<file path="config.mk">
export PLATFORM = sky130hd
export DESIGN_NAME = audio_cic_decimator
export DESIGN_NICKNAME = d
export VERILOG_FILES = /design/src/rtl/audio_cic_decimator.sv
export SDC_FILE = /design/constraint.sdc
export NUM_CORES = 1
export LEC_CHECK = 0
export ABC_CLOCK_PERIOD_IN_PS = 8000
export CAP_MARGIN = 15
export CELL_PAD_IN_SITES_DETAIL_PLACEMENT = 1
export CELL_PAD_IN_SITES_GLOBAL_PLACEMENT = 1
export CORE_MARGIN = 3
export CORE_UTILIZATION = 44
export DETAILED_ROUTE_END_ITERATION = 10
export MAX_ROUTING_LAYER = met4
export PLACE_DENSITY_LB_ADDON = 0.1
export SLEW_MARGIN = 20
export SYNTH_ARGS = -nofsm -noshare
export SYNTH_HDL_FRONTEND = slang
export SYNTH_SLANG_ARGS = --single-unit
</file>
<file path="constraint.sdc">
create_clock -name clk -period 8 [get_ports clk]
set_input_delay 2.4 -clock clk [delete_from_list [all_inputs] [get_ports clk]]
set_output_delay 2.4 -clock clk [all_outputs]
set_load 0.05 [all_outputs]
</file>
<file path="src/rtl/audio_cic_decimator.sv">
// N-stage CIC decimator by 2**LOG2_RATE, modulo-2**W arithmetic; output registered one cycle after the R-th input.
// Input stalls (s_tready low) only while an undelivered output is held; all filter state freezes meanwhile.
module audio_cic_decimator #(
  parameter int SAMPLE_SIZE = 16,
  parameter int STAGES      = 3,
  parameter int LOG2_RATE   = 3
) (
  input  logic                   clk,
  input  logic                   reset_n,
  input  logic                   s_tvalid,
  input  logic [SAMPLE_SIZE-1:0] s_tdata,
  output logic                   s_tready,
  output logic                   m_tvalid,
  output logic [SAMPLE_SIZE-1:0] m_tdata,
  input  logic                   m_tready
);

  localparam int SHIFT = STAGES * LOG2_RATE;
  localparam int W     = SAMPLE_SIZE + SHIFT;

  logic [W-1:0]           integ_q [STAGES];
  logic [W-1:0]           integ_d [STAGES];
  logic [W-1:0]           dly_q   [STAGES];
  logic [W-1:0]           dly_d   [STAGES];
  logic [LOG2_RATE-1:0]   phase_q, phase_d;
  logic                   m_tvalid_q, m_tvalid_d;
  logic [SAMPLE_SIZE-1:0] m_tdata_q, m_tdata_d;
  logic [W-1:0]           x_ext;
  logic                   in_xfer, dec_evt;

  assign s_tready = reset_n & ~(m_tvalid_q & ~m_tready);
  assign in_xfer  = s_tvalid & s_tready;
  assign dec_evt  = in_xfer & (&phase_q);
  assign x_ext    = {{SHIFT{s_tdata[SAMPLE_SIZE-1]}}, s_tdata};
  assign m_tvalid = m_tvalid_q;
  assign m_tdata  = m_tdata_q;

  always_comb begin
    logic [W-1:0] acc;
    logic [W-1:0] c;
    for (int k = 0; k < STAGES; k++) begin
      integ_d[k] = integ_q[k];
      dly_d[k]   = dly_q[k];
    end
    phase_d    = phase_q;
    m_tvalid_d = m_tvalid_q & ~m_tready;
    m_tdata_d  = m_tdata_q;
    acc        = x_ext;
    // Cascade all integrators within the cycle so the comb sees the freshest sum.
    for (int k = 0; k < STAGES; k++) begin
      acc = acc + integ_q[k];
      if (in_xfer) integ_d[k] = acc;
    end
    c = acc;
    for (int k = 0; k < STAGES; k++) begin
      if (dec_evt) dly_d[k] = c;
      c = c - dly_q[k];
    end
    if (in_xfer) phase_d = phase_q + LOG2_RATE'(1);
    // Top SAMPLE_SIZE bits divide by R**N, giving unity DC gain.
    if (dec_evt) begin
      m_tdata_d  = SAMPLE_SIZE'(c >> SHIFT);
      m_tvalid_d = 1'b1;
    end
  end

  always_ff @(posedge clk or negedge reset_n) begin
    if (!reset_n) begin
      for (int k = 0; k < STAGES; k++) begin
        integ_q[k] <= '0;
        dly_q[k]   <= '0;
      end
      phase_q    <= '0;
      m_tvalid_q <= 1'b0;
      m_tdata_q  <= '0;
    end else begin
      for (int k = 0; k < STAGES; k++) begin
        integ_q[k] <= integ_d[k];
        dly_q[k]   <= dly_d[k];
      end
      phase_q    <= phase_d;
      m_tvalid_q <= m_tvalid_d;
      m_tdata_q  <= m_tdata_d;
    end
  end

endmodule

</file>
======== Yosys cells after proc, flatten, opt, wreduce, memory -nomap -nowiden ========
Cells that the tools add are included.
cells by class
  magnitude comparators ................... 0
  divide/modulo/power cells ............... 0
  shifts and indexed selects .............. 0
  reduce and logical (&&, ||, !) cells .... 1
  $add $sub $neg .......................... 7
  $mul .................................... 0
  mux-type cells .......................... 1
  bitwise operators ....................... 6
  equal/unequal tests ..................... 0
operators by type and width
  operator               number
  $add A25 B25 Y25       3
  $sub A25 B25 Y25       3
  $and A1 B1 Y1          4
  $add A3 B1 Y3 const B  1
  $reduce_and A3 Y1      1
  $not A1 Y1             2
  $mux W1                1
storage, ports and cells
  memories kept ........................... 0
  RAM bits ................................ 0
  word-level logic and storage cells ...... 24
  memory bits (read-only) ................. 0
  flip-flop bits (word level) ............. 170
  latch bits .............................. 0
  output and inout port bits .............. 18

======== Depth between registers and ports, before layout ========
Gate-level depths: netlist of run 1.
  depth in word-level cells ............... 7
  depth in mapped cells ................... 49

======== Worst setup path before layout of run 1 ========
OpenSTA, ideal clock, no wires.
  path type ............................... input-to-reg
  start ................................... input s_tdata[0]
  end ..................................... register m_tdata_q[15] (netlist: m_tdata[15])
  setup time .............................. 0.131 ns
  path slack .............................. -2.462 ns
  data arrival time ....................... 10.331 ns
  stages .................................. 45
  required time ........................... 7.869 ns
  buffers on the path ..................... 0
  path through ............................ ha_1 -> inv_1 -> fa_1 -> nor2b_1 -> o2111ai_1 -> o211ai_1 -> xor2_1 -> ha_1 -> nor3_1 -> a21boi_0 -> a21oi_1 -> xor2_1 -> ha_1 -> or4_1 -> o22a_1 -> a21o_1 -> a21oi_1 -> o21ai_0 -> [... 9 more ...] -> nand2_1 -> o21ai_0 -> a21o_1 -> o21ai_0 -> nand2b_1 -> a21oi_1 -> xnor2_1 -> ha_1 -> and4_1 -> a21oi_1 -> nand2_1 -> a221o_1 -> nand4_1 -> nand4b_1 -> a21oi_1 -> xnor2_1 -> xnor2_1 -> o21ai_1
between the ends
  longest elaborated chain between the ends .. 6
ends and longest elaborated chain
  element                        line  source
  from (decl)                    11    input logic [SAMPLE_SIZE-1:0] s_tdata,
  $add A25 B25 Y25 (3 in a row)  51    acc = acc + integ_q[k];
  $sub A25 B25 Y25 (3 in a row)  57    c = c - dly_q[k];
  to (signal assigned)           83    m_tdata_q <= m_tdata_d;
  to (decl)                      27    logic [SAMPLE_SIZE-1:0] m_tdata_q, m_tdata_d;
No other way between the ends.
A chain may end at the register's enable or synchronous reset.

======== Worst setup path in the final report of run 1 ========
Ends and elaborated chain as after synthesis.

==> impl_results.md, run 1 <==
- Status: finished, violations left
- Violated checks: setup timing
- Port Buffers: 37
- RSZ-0062 raised after global routing: yes
- Filler-free cell count of the finished design: between 2000 and 2500
- Count of endpoints failing hold in the final timing report: 0
- Global-route wire length before repair: ~72000 um
- Number of cells on the worst reg-to-reg path: 45
- Largest area contributor in the netlist: sky130_fd_sc_hd__dfrtp_1
- Ratio of routed vias to standard cells: ~6
- Number of synthesized register bits: between 150 and 200
- Cell Area, Synth: between 10000 and 15000 um^2
- Avg WL per Cell: 27.0 um
- Critical path required time: ~8.3 ns
- Initial Utilization: between 40 and 50%
- Iteration-0 DRC count of the detailed router: about 1100
- Distinct cell type count of the synthesized netlist: between 50 and 60
- Terminating pin of the worst hold path: integ_q[25]$_DFFE_PN0P_
- Most used cell along the critical path: sky130_fd_sc_hd__buf_4
- Slew at the pin closest to its max-slew limit: approximately 1 ns
- Later-pin clock latency in the skew report: a little under 0.5 ns
- Startpoint kind of the worst setup timing path: input pin
- End of the worst register-to-register path: m_tdata[15]$_DFFE_PN0P_
- Nets: between 2000 and 2500
- Max-Cap Viols: 0
- Detailed-router iteration count before antenna repair: 5
- Placeable core region: 28000 um^2
- Total global-route track usage: ~30%
- Final critical-path share of the clock period: 137%
- Post-synthesis to final-layout area growth: 54.3%
- Flip-flop cell with the highest count after synthesis: sky130_fd_sc_hd__dfrtp_1
- Dpl ws: -3.28 ns
- Die Height: about 180 um
- CTS tree: done
- Clock slew seen by the registers of the worst setup and hold paths: approximately 0.070 ns
- Share of the yosys chip area belonging to registers: 33.8%
- Fraction of post-synthesis cell area in the top cell type by area: around 34%
- Element type at the critical path end: flip-flop
- Total CTS buffers: 17
- Delay of the slowest cell on the worst path: between 0.4 and 0.5 ns
- Via count: approximately 14000
- Die Outline Area: approximately 31000 um^2
- Post-route minimum period: 10.94 ns
- Synthesized net count: approximately 1600
- Most frequently used cell type in the post-synthesis netlist: sky130_fd_sc_hd__nand2_1
- CTS Buffer Depth: 2
- Number of core rows: 61
- Fraction of registers with async set/reset: 100%
- WS Path Type: input pin to flip-flop
- Instance count along the most critical hold path: 2
- Post-route ant nets: 0
- Data arrival time of the critical path: roughly 11 ns
- Startpoint of the lowest-slack hold path: integ_q[25]$_DFFE_PN0P_
- Vias in the first global route: about 14000
- EDFF count, synth: 0
- Area contributors post-synth: sky130_fd_sc_hd__dfrtp_1 34%, sky130_fd_sc_hd__ha_1 15%, sky130_fd_sc_hd__nand2_1 7.0%
- Post-synthesis area per instance: 8.91 um^2
- Most numerous cell types in the synthesized netlist: 235 x sky130_fd_sc_hd__nand2_1, 170 x sky130_fd_sc_hd__dfrtp_1, 146 x sky130_fd_sc_hd__ha_1, 119 x sky130_fd_sc_hd__inv_1, 101 x sky130_fd_sc_hd__a21oi_1
- Count of boundary I/O pins: 38
- Largest net degree at the start of global routing: between 90 and 100
- Crit-path slowest cell: sky130_fd_sc_hd__or4_1
- Final hold slack: ~0.49 ns
- Tightest Hold Check Type: flip-flop to flip-flop
- Gr ovfl total: 0
- Worst setup slack for register-to-register paths: -1.35 ns
- Master cell of the clock root buffer: sky130_fd_sc_hd__clkbuf_16
- Placed Cells incl. Taps: around 2100
- Horizontal die dimension: between 150 and 200 um
- Share of layout cells above drive strength 1: approximately 45%
- Number of clock sinks: 170
- # diodes: 0
- Critical Path Fanout Max: 4
- Highest achievable clock rate: ~90 MHz
- Worst slew margin: between 30% and 40%
- Number of cells produced by synthesis: around 1400
- Total wirelength of the detailed-routed design: a little over 60000 um
- Detailed-placement wirelength estimate: 24700 um
- Final Max Tran Viols: 0
- CTS H-Tree Depth: 4
- Final clock skew: between 0.015 and 0.02 ns
- Syn. warnings: 0
- DRC violation count after routing: 0
- FILL cells: between 3000 and 4000
- Antenna violations before repair: 0
- Setup violations, final: 47
- Reg-to-reg startpoint: integ_q[50]$_DFFE_PN0P_
- Placer Congestion: ~0.87
- Post-layout worst setup margin: -2.94 ns
-- what timing repair did --
item                       in CTS  in global routing
hold buffers                    0                  0
setup buffers                  77                 48
resized for setup             188                176
setup endpoints to repair      46                 48
pin swaps                     122                131
-- layout make-up --
cell class	count	area [um^2]	share of cell area (%)
multi-input cells	1095	9820	50.6
flip-flops and latches	170	4250	21.9
repair buffers	487	3810	19.7
clock buffers	23	478	2.46
well taps	378	473	2.44
inverters	119	449	2.31
clock inverters	8	118	0.606
-- worst max-delay path: cells and delay by family --
kind | cells | cell delay (ns)
fa+ha+maj | 7 | 2.03
simple gates | 12 | 2.11
compound gates | 13 | 2.62
buf+inv | 7 | 0.81
xor+xnor | 7 | 1.28
-- flip-flops by register name, indices dropped and copies added (netlist names) --
signal and count:
integ_q 75, phase_q 3, m_tvalid 1, dly_q 75
m_tdata 16
-- cell usage in the layout (no fill, tap or decap), drive strengths merged, types with 3 or more instances in the layout --
cell           count
and3               7
o31ai              6
ha               146
clkbuf            23
nand4             10
dlygate4sd2        3
a41oi              3
xnor2             86
a21oi            102
and4               5
a31oi              9
o211ai             4
clkinv             4
a211o              4
o21a              22
o21ai             96
a21o              43
a21boi             6
nor2              66
o21bai            13
dfrtp            170
buf              454
mux2              78
nor2b             18
o2111ai            3
bufinv             3
a31o               4
clkdlybuf4s50     30
xor2              38
nor3              17
nand3             14
a211oi             7
fa                 5
inv              119
nand2            235
nand2b            16
and2               5
or3                4
-- metal layers --
| layer | global-route usage (%) | wire, um |
|---|---|---|
| met5 | - | 0 |
| met4 | 11.5 | 4600 |
| met3 | 4.11 | 2750 |
| met2 | 56.4 | 32400 |
| met1 | 31.6 | 21800 |
-- metrics by stage --
stage / TNS, ns / util [%] / cell area, um^2
4_1_cts: -28.04 / 64.3 / 18000
5_1_grt: -74.07 / 69.3 / 19400
6_report: -62.20 / 69.3 / 19400
3_5_place_dp: -74.83 / 57.3 / 16000
2_1_floorplan: -17.80 / - / 12900
3_3_place_gp: -61.28 / 57.3 / 16000
-- cells by family after synthesis --
| group | share of synthesized area, % |
|---|---|
| adder cells (fa/ha/maj) | 15.3 |
| flip-flops | 33.8 |
| XOR/XNOR | 9.01 |
| AO/OA/AOI/OAI | 16.4 |
| AND/OR/NAND/NOR | 14.1 |
| multiplexers | 6.98 |
| buffers and inverters | 4.39 |
-- worst max path at each step --
stage | slack, ns | start | end | depth (start not counted)
finish | -2.94 | s_tdata[0] | m_tdata[15]$_DFFE_PN0P_ | 46
global route | -3.35 | s_tdata[0] | m_tdata[15]$_DFFE_PN0P_ | 46
CTS | -2.06 | s_tdata[0] | m_tdata[15]$_DFFE_PN0P_ | 47
detailed placement | -3.28 | s_tdata[1] | m_tdata[15]$_DFFE_PN0P_ | 48
global placement | -2.81 | s_tdata[1] | m_tdata[15]$_DFFE_PN0P_ | 48
floorplan | -1.88 | s_tdata[1] | m_tdata[15]$_DFFE_PN0P_ | 44
Power of run 1 is not shown: default switching activity piles up to over one toggle a cycle in this logic, so the estimate is an artifact.
==> run 2: changes to the inputs <==
ABC_CLOCK_PERIOD_IN_PS = unset   (was 8000)
==> results of run 2 <==
Same layout as run 1: the final DEF is identical, and so are final timing and power.
Power of run 2 is left out for the same reason.
